File: config.mk
export PLATFORM = sky130hd
export DESIGN_NAME = mem_port_arbiter
export DESIGN_NICKNAME = d
export VERILOG_FILES = /design/src/rtl/mem_port_arbiter.sv
export SDC_FILE = /design/constraint.sdc
export NUM_CORES = 1
export LEC_CHECK = 0
export ABC_AREA = 1
export BUFFER_PORTS_ARGS = -buffer_cell sky130_fd_sc_hd__buf_2
export CORE_MARGIN = 2
export CORE_UTILIZATION = 57
export CTS_BUF_LIST = sky130_fd_sc_hd__clkbuf_4 sky130_fd_sc_hd__clkbuf_8
export CTS_CLUSTER_SIZE = 20
export DETAILED_ROUTE_END_ITERATION = 16
export PLACE_DENSITY = 0.94
export SLEW_MARGIN = 20
export SYNTH_ARGS = -nofsm -noshare
export SYNTH_HDL_FRONTEND = slang
export SYNTH_SLANG_ARGS = --single-unit
File: constraint.sdc
create_clock -name Clock -period 5.82 [get_ports Clock]
set_clock_uncertainty 0.15 [all_clocks]
set_input_delay 0 -clock Clock [delete_from_list [all_inputs] [get_ports Clock]]
set_output_delay 0 -clock Clock [all_outputs]
set_load 0.03 [all_outputs]
File: src/rtl/mem_port_arbiter.sv
// Shares one byte-write memory port between instruction fetch and load/store.
// Reads are single word reads; stores are split into big-endian byte writes.
module mem_port_arbiter #(
   parameter int unsigned MEM_BYTES   = 1024,
   parameter int unsigned WAIT_STATES = 0
) (
   input  logic        Clock,
   input  logic        Reset_n,
   input  logic        IReq,
   input  logic [31:0] IAddr,
   output logic        IAck,
   output logic [31:0] IData,
   input  logic        DReq,
   input  logic        DWe,
   input  logic [1:0]  DSize,
   input  logic [31:0] DAddr,
   input  logic [31:0] DWData,
   output logic        DAck,
   output logic [31:0] DRData,
   output logic        DErr,
   output logic [31:0] MemAddress,
   output logic [31:0] MemWriteData,
   output logic        MemRead,
   output logic        MemWrite,
   input  logic [31:0] MemData
);

   typedef enum logic [1:0] {IDLE, RD, WR, DONE} state_t;
   typedef enum logic {FETCH, DATA} req_t;

   state_t      state;
   req_t        last_grant;
   req_t        owner;
   logic [31:0] addr_q;
   logic [31:0] wdata_q;
   logic [2:0]  nbytes_q;
   logic [1:0]  byte_cnt;
   logic [3:0]  wait_cnt;

   logic        grant_valid;
   logic        grant_data;
   logic        grant_we;
   logic [31:0] grant_addr;
   logic [2:0]  grant_nbytes;
   logic [32:0] grant_end;
   logic        grant_err;
   logic        last_byte;

   function automatic logic [2:0] size_bytes(input logic [1:0] size);
      case (size)
         2'b00:   size_bytes = 3'd1;
         2'b01:   size_bytes = 3'd2;
         default: size_bytes = 3'd4;
      endcase
   endfunction

   // Byte k of an n-byte store; the most significant byte goes out first.
   function automatic logic [7:0] store_byte(input logic [31:0] data,
                                             input logic [2:0]  n,
                                             input logic [1:0]  k);
      logic [1:0] idx;
      idx = 2'(n - 3'd1 - {1'b0, k});
      case (idx)
         2'd0:    store_byte = data[7:0];
         2'd1:    store_byte = data[15:8];
         2'd2:    store_byte = data[23:16];
         default: store_byte = data[31:24];
      endcase
   endfunction

   always_comb begin
      grant_valid  = IReq | DReq;
      grant_data   = DReq & (~IReq | (last_grant == FETCH));
      grant_we     = grant_data & DWe;
      grant_addr   = grant_data ? DAddr : IAddr;
      grant_nbytes = grant_data ? size_bytes(DSize) : 3'd4;
      grant_end    = {1'b0, grant_addr} + 33'(grant_nbytes) - 33'd1;
      grant_err    = (grant_end >= 33'(MEM_BYTES));
      last_byte    = ({1'b0, byte_cnt} == (nbytes_q - 3'd1));
   end

   always_ff @(posedge Clock or negedge Reset_n) begin
      if (!Reset_n) begin
         state        <= IDLE;
         last_grant   <= FETCH;
         owner        <= FETCH;
         addr_q       <= '0;
         wdata_q      <= '0;
         nbytes_q     <= '0;
         byte_cnt     <= '0;
         wait_cnt     <= '0;
         IAck         <= 1'b0;
         IData        <= '0;
         DAck         <= 1'b0;
         DRData       <= '0;
         DErr         <= 1'b0;
         MemAddress   <= '0;
         MemWriteData <= '0;
         MemRead      <= 1'b0;
         MemWrite     <= 1'b0;
      end else begin
         case (state)
            IDLE: begin
               IAck <= 1'b0;
               DAck <= 1'b0;
               DErr <= 1'b0;
               if (grant_valid) begin
                  owner      <= grant_data ? DATA : FETCH;
                  last_grant <= grant_data ? DATA : FETCH;
                  addr_q     <= grant_addr;
                  wdata_q    <= DWData;
                  nbytes_q   <= grant_nbytes;
                  byte_cnt   <= '0;
                  wait_cnt   <= '0;
                  if (grant_err) begin
                     state <= DONE;
                     if (grant_data) begin
                        DAck   <= 1'b1;
                        DErr   <= 1'b1;
                        DRData <= '0;
                     end else begin
                        IAck  <= 1'b1;
                        IData <= '0;
                     end
                  end else if (grant_we) begin
                     state        <= WR;
                     MemWrite     <= 1'b1;
                     MemAddress   <= grant_addr;
                     MemWriteData <= {24'b0, store_byte(DWData, grant_nbytes, 2'd0)};
                  end else begin
                     state      <= RD;
                     MemRead    <= 1'b1;
                     MemAddress <= grant_addr;
                  end
               end
            end

            RD: begin
               if (wait_cnt == 4'(WAIT_STATES)) begin
                  state      <= DONE;
                  MemRead    <= 1'b0;
                  MemAddress <= '0;
                  if (owner == DATA) begin
                     DRData <= MemData;
                     DAck   <= 1'b1;
                  end else begin
                     IData <= MemData;
                     IAck  <= 1'b1;
                  end
               end else begin
                  wait_cnt <= wait_cnt + 4'd1;
               end
            end

            WR: begin
               if (last_byte) begin
                  state        <= DONE;
                  MemWrite     <= 1'b0;
                  MemAddress   <= '0;
                  MemWriteData <= '0;
                  DAck         <= 1'b1;
               end else begin
                  byte_cnt     <= byte_cnt + 2'd1;
                  MemAddress   <= addr_q + 32'(byte_cnt) + 32'd1;
                  MemWriteData <= {24'b0, store_byte(wdata_q, nbytes_q, byte_cnt + 2'd1)};
               end
            end

            default: begin
               state <= IDLE;
               IAck  <= 1'b0;
               DAck  <= 1'b0;
               DErr  <= 1'b0;
            end
         endcase
      end
   end

endmodule

==> results.sh <==
export IMPL_worst_slew_pin_transition_ns=1.05
export IMPL_die_height_microns=151
export IMPL_die_area_sq_mm=0.0227
export IMPL_status="finished clean"
export IMPL_setup_tns_ns=0
export IMPL_max_freq_ghz=0.186
export IMPL_maxCapViolCount=0
export IMPL_grt_usage_pct=34.8
export IMPL_drt_vias_per_instance=5.76
export IMPL_cts_made_buffers=17
export IMPL_setup_viol=0
export IMPL_whs_endpoint="addr_q[27]"
export IMPL_worst_slack_ns=0.456
export IMPL_first_iter_violations=1442
export IMPL_slowest_stage="inv_1"
export IMPL_relSlewSlack_pct=29.5
export IMPL_critPathArrivalTime_ns=5.58
export IMPL_min_period_ns=5.36
export IMPL_root_buffer="clkbuf_8"
export IMPL_dpl_hpwl_microns=26500
export IMPL_period_share_pct=92.2
export IMPL_clk_latency_ns=0.48
export IMPL_fin_nets=2217
export IMPL_most_common_layout_cells="nand2_1 (556), buf_2 (242), inv_1 (203), dfrtp_1 (185), o21ai_0 (128)"
export IMPL_r2r_cells=25
export IMPL_hold_start="IAddr[27]"
export IMPL_cp_common_cell="nand2_1"
export IMPL_cp_required_ns=6.03
export IMPL_clock_path_buffers=2
export IMPL_final_common_cell="nand2_1"
export IMPL_layout_drive_gt1_share_pct=17.8
export IMPL_ctsResizeCount=0
export IMPL_avgRoutedWirePerCell_microns=17.3
export IMPL_cp_start_kind="register"
export IMPL_worstPathMaxFanout=40
export IMPL_drv_slew=0
export IMPL_grt_max_degree=65
export IMPL_rr_endpoint="MemAddress[23]"
export IMPL_hold_path_class="in -> reg"
export IMPL_r2r_start="owner"
export IMPL_synth_cells=1719
export IMPL_yosysWarnings=0
export IMPL_synth_flop_cell="dfrtp_1"
export IMPL_grt_pass1_wl_microns=62500
export IMPL_synthArstFlopShare_pct=100
export IMPL_ant_nets=0
export IMPL_wl_microns=40200
export IMPL_place_inst=2176
export IMPL_grt_overflow=0
export IMPL_antenna_found_initial=0
export IMPL_h_tree_depth=4
export IMPL_utilization_pct=71.4
export IMPL_gp_congestion=0.959
export IMPL_rows=53
export IMPL_first_pass_iters=7
export IMPL_p_leak_nw=8.31
export IMPL_clock_sinks=185
export IMPL_synth_cell_area_sq_mm=0.0123
export IMPL_worst_setup_path_type="reg -> reg"
export IMPL_synth_distinct_cells=49
export IMPL_start_util_pct=58.3
export IMPL_rsz0062_at_grt="no"
export IMPL_ys_ff_latch=185
export IMPL_cp_end_kind="register"
export IMPL_drc=0
export IMPL_die_x_microns=151
export IMPL_slowest_delay_ns=0.62
export IMPL_via_count=13400
export IMPL_synth_edf_count=0
export IMPL_grt_pass1_vias=12700
export IMPL_reg2reg_slack_ns=0.46
export IMPL_holdPathStages=4
export IMPL_path_clk_slew_ns=0.10
export IMPL_place_port_buffers=243
export IMPL_pre_cts_ws_ns=0.765
export IMPL_cts_tree="built"
export IMPL_num_io_pins=268
export IMPL_instances_no_fill=2327
export IMPL_syn_to_final_growth_pct=22.5
export IMPL_hold_viol_final=0
export IMPL_core_area_sq_mm=0.0211
export IMPL_power_density_mw_per_mm2=552
export IMPL_seq_area_frac_synth_pct=37.7
export IMPL_ir_worst_vdd_v=0.000399
export IMPL_hold_slack_ns=0.0520
export IMPL_synth_area_per_cell_sq_um=7.15
worst max-delay path by stage:
stage | cells after the start | slack, ns | end | start
4_1_cts | 25 | 0.65 | MemAddress[23] | owner
2_1_floorplan | 30 | 1.66 | MemWriteData[5] | owner
3_3_place_gp | 23 | 0.89 | MemAddress[0] | owner
5_1_grt | 25 | 0.07 | MemAddress[23] | owner
3_5_place_dp | 23 | 0.76 | MemAddress[15] | owner
6_report | 25 | 0.46 | MemAddress[23] | owner
state kept, by name (all words and copies together), names as in the netlist, 2 cells and up:
name,count
wdata_q,32
addr_q,32
state,2
DRData,32
MemWriteData,8
byte_cnt,2
MemAddress,32
wait_cnt,4
nbytes_q,3
IData,32
per-layer routing:
| layer | track usage (%) | up-vias | share of wire, % |
|---|---|---|---|
| met5 | 0 | - | 0 |
| met4 | 15.7 | 0 | 4.0 |
| met3 | 8.46 | 183 | 11 |
| met2 | 55.8 | 963 | 46 |
| met1 | 44.8 | 6059 | 39 |
| li1 | - | 6192 | - |
Yosys cell counts (all sizes together), types with 10 or more instances:
cell type	number	area, sq um
nand2	581	2270
inv	204	766
dfrtp	185	4630
o21ai	136	711
nand4	107	676
nor2	107	432
nand3	61	340
buf	53	453
a21oi	46	230
clkbuf	46	173
ha	42	526
or2	27	169
nor3	22	110
o22ai	16	100
xor2	11	96.3
o21bai	10	75.1
critical path, delay by kind of cell (launching register included):
family / cells / cell delay [ns]
flip-flops: 1 / 0.41
AO/OA/AOI/OAI: 3 / 0.33
adder cells (fa/ha/maj): 1 / 0.33
buffers and inverters: 5 / 1.50
AND/OR/NAND/NOR: 16 / 2.50
report_power, final:
part / total, W / switching [W] / internal, W
logic: 0.00512 / 0.00365 / 0.00147
clock network: 0.000894 / 0.000554 / 0.000340
registers: 0.00230 / 0.000411 / 0.00189
total: 0.00831 / 0.00462 / 0.00370
stage by stage:
stage	power [W]	cell area [sq um]
final	0.00831	15100
after global routing	0.00887	15100
after CTS	0.00810	15100
after detailed placement	0.00713	13400
after global placement	0.00698	13400
after floorplan	0.00592	12400
final cells by class:
cell class	count	area [sq um]
well taps	275	344
diodes	1	2.50
multi-input cells	1254	6360
clock inverters	14	170
inverters	204	766
fillers	1593	6030
flip-flops and latches	185	4630
repair buffers	376	2530
clock buffers	18	248
what timing repair did:
action,in CTS,in global routing
hold endpoints to repair,200,0
hold buffers,118,0
setup buffers,0,0
kinds of logic (layout without fill, tap and decap cells):
logic type / after synthesis / in the layout / share of synthesized area (%)
compound gates: 254 / 254 / 12.0
xor+xnor: 15 / 15 / 1.07
fa+ha+maj: 44 / 44 / 4.60
buf+inv: 303 / 612 / 11.3
flops: 185 / 185 / 37.7
mux: 3 / 3 / 0.244
other cells: 1 / 25 / 0.0305
simple gates: 914 / 914 / 33.1
No activity file was read; power rests on OpenSTA's default activity.
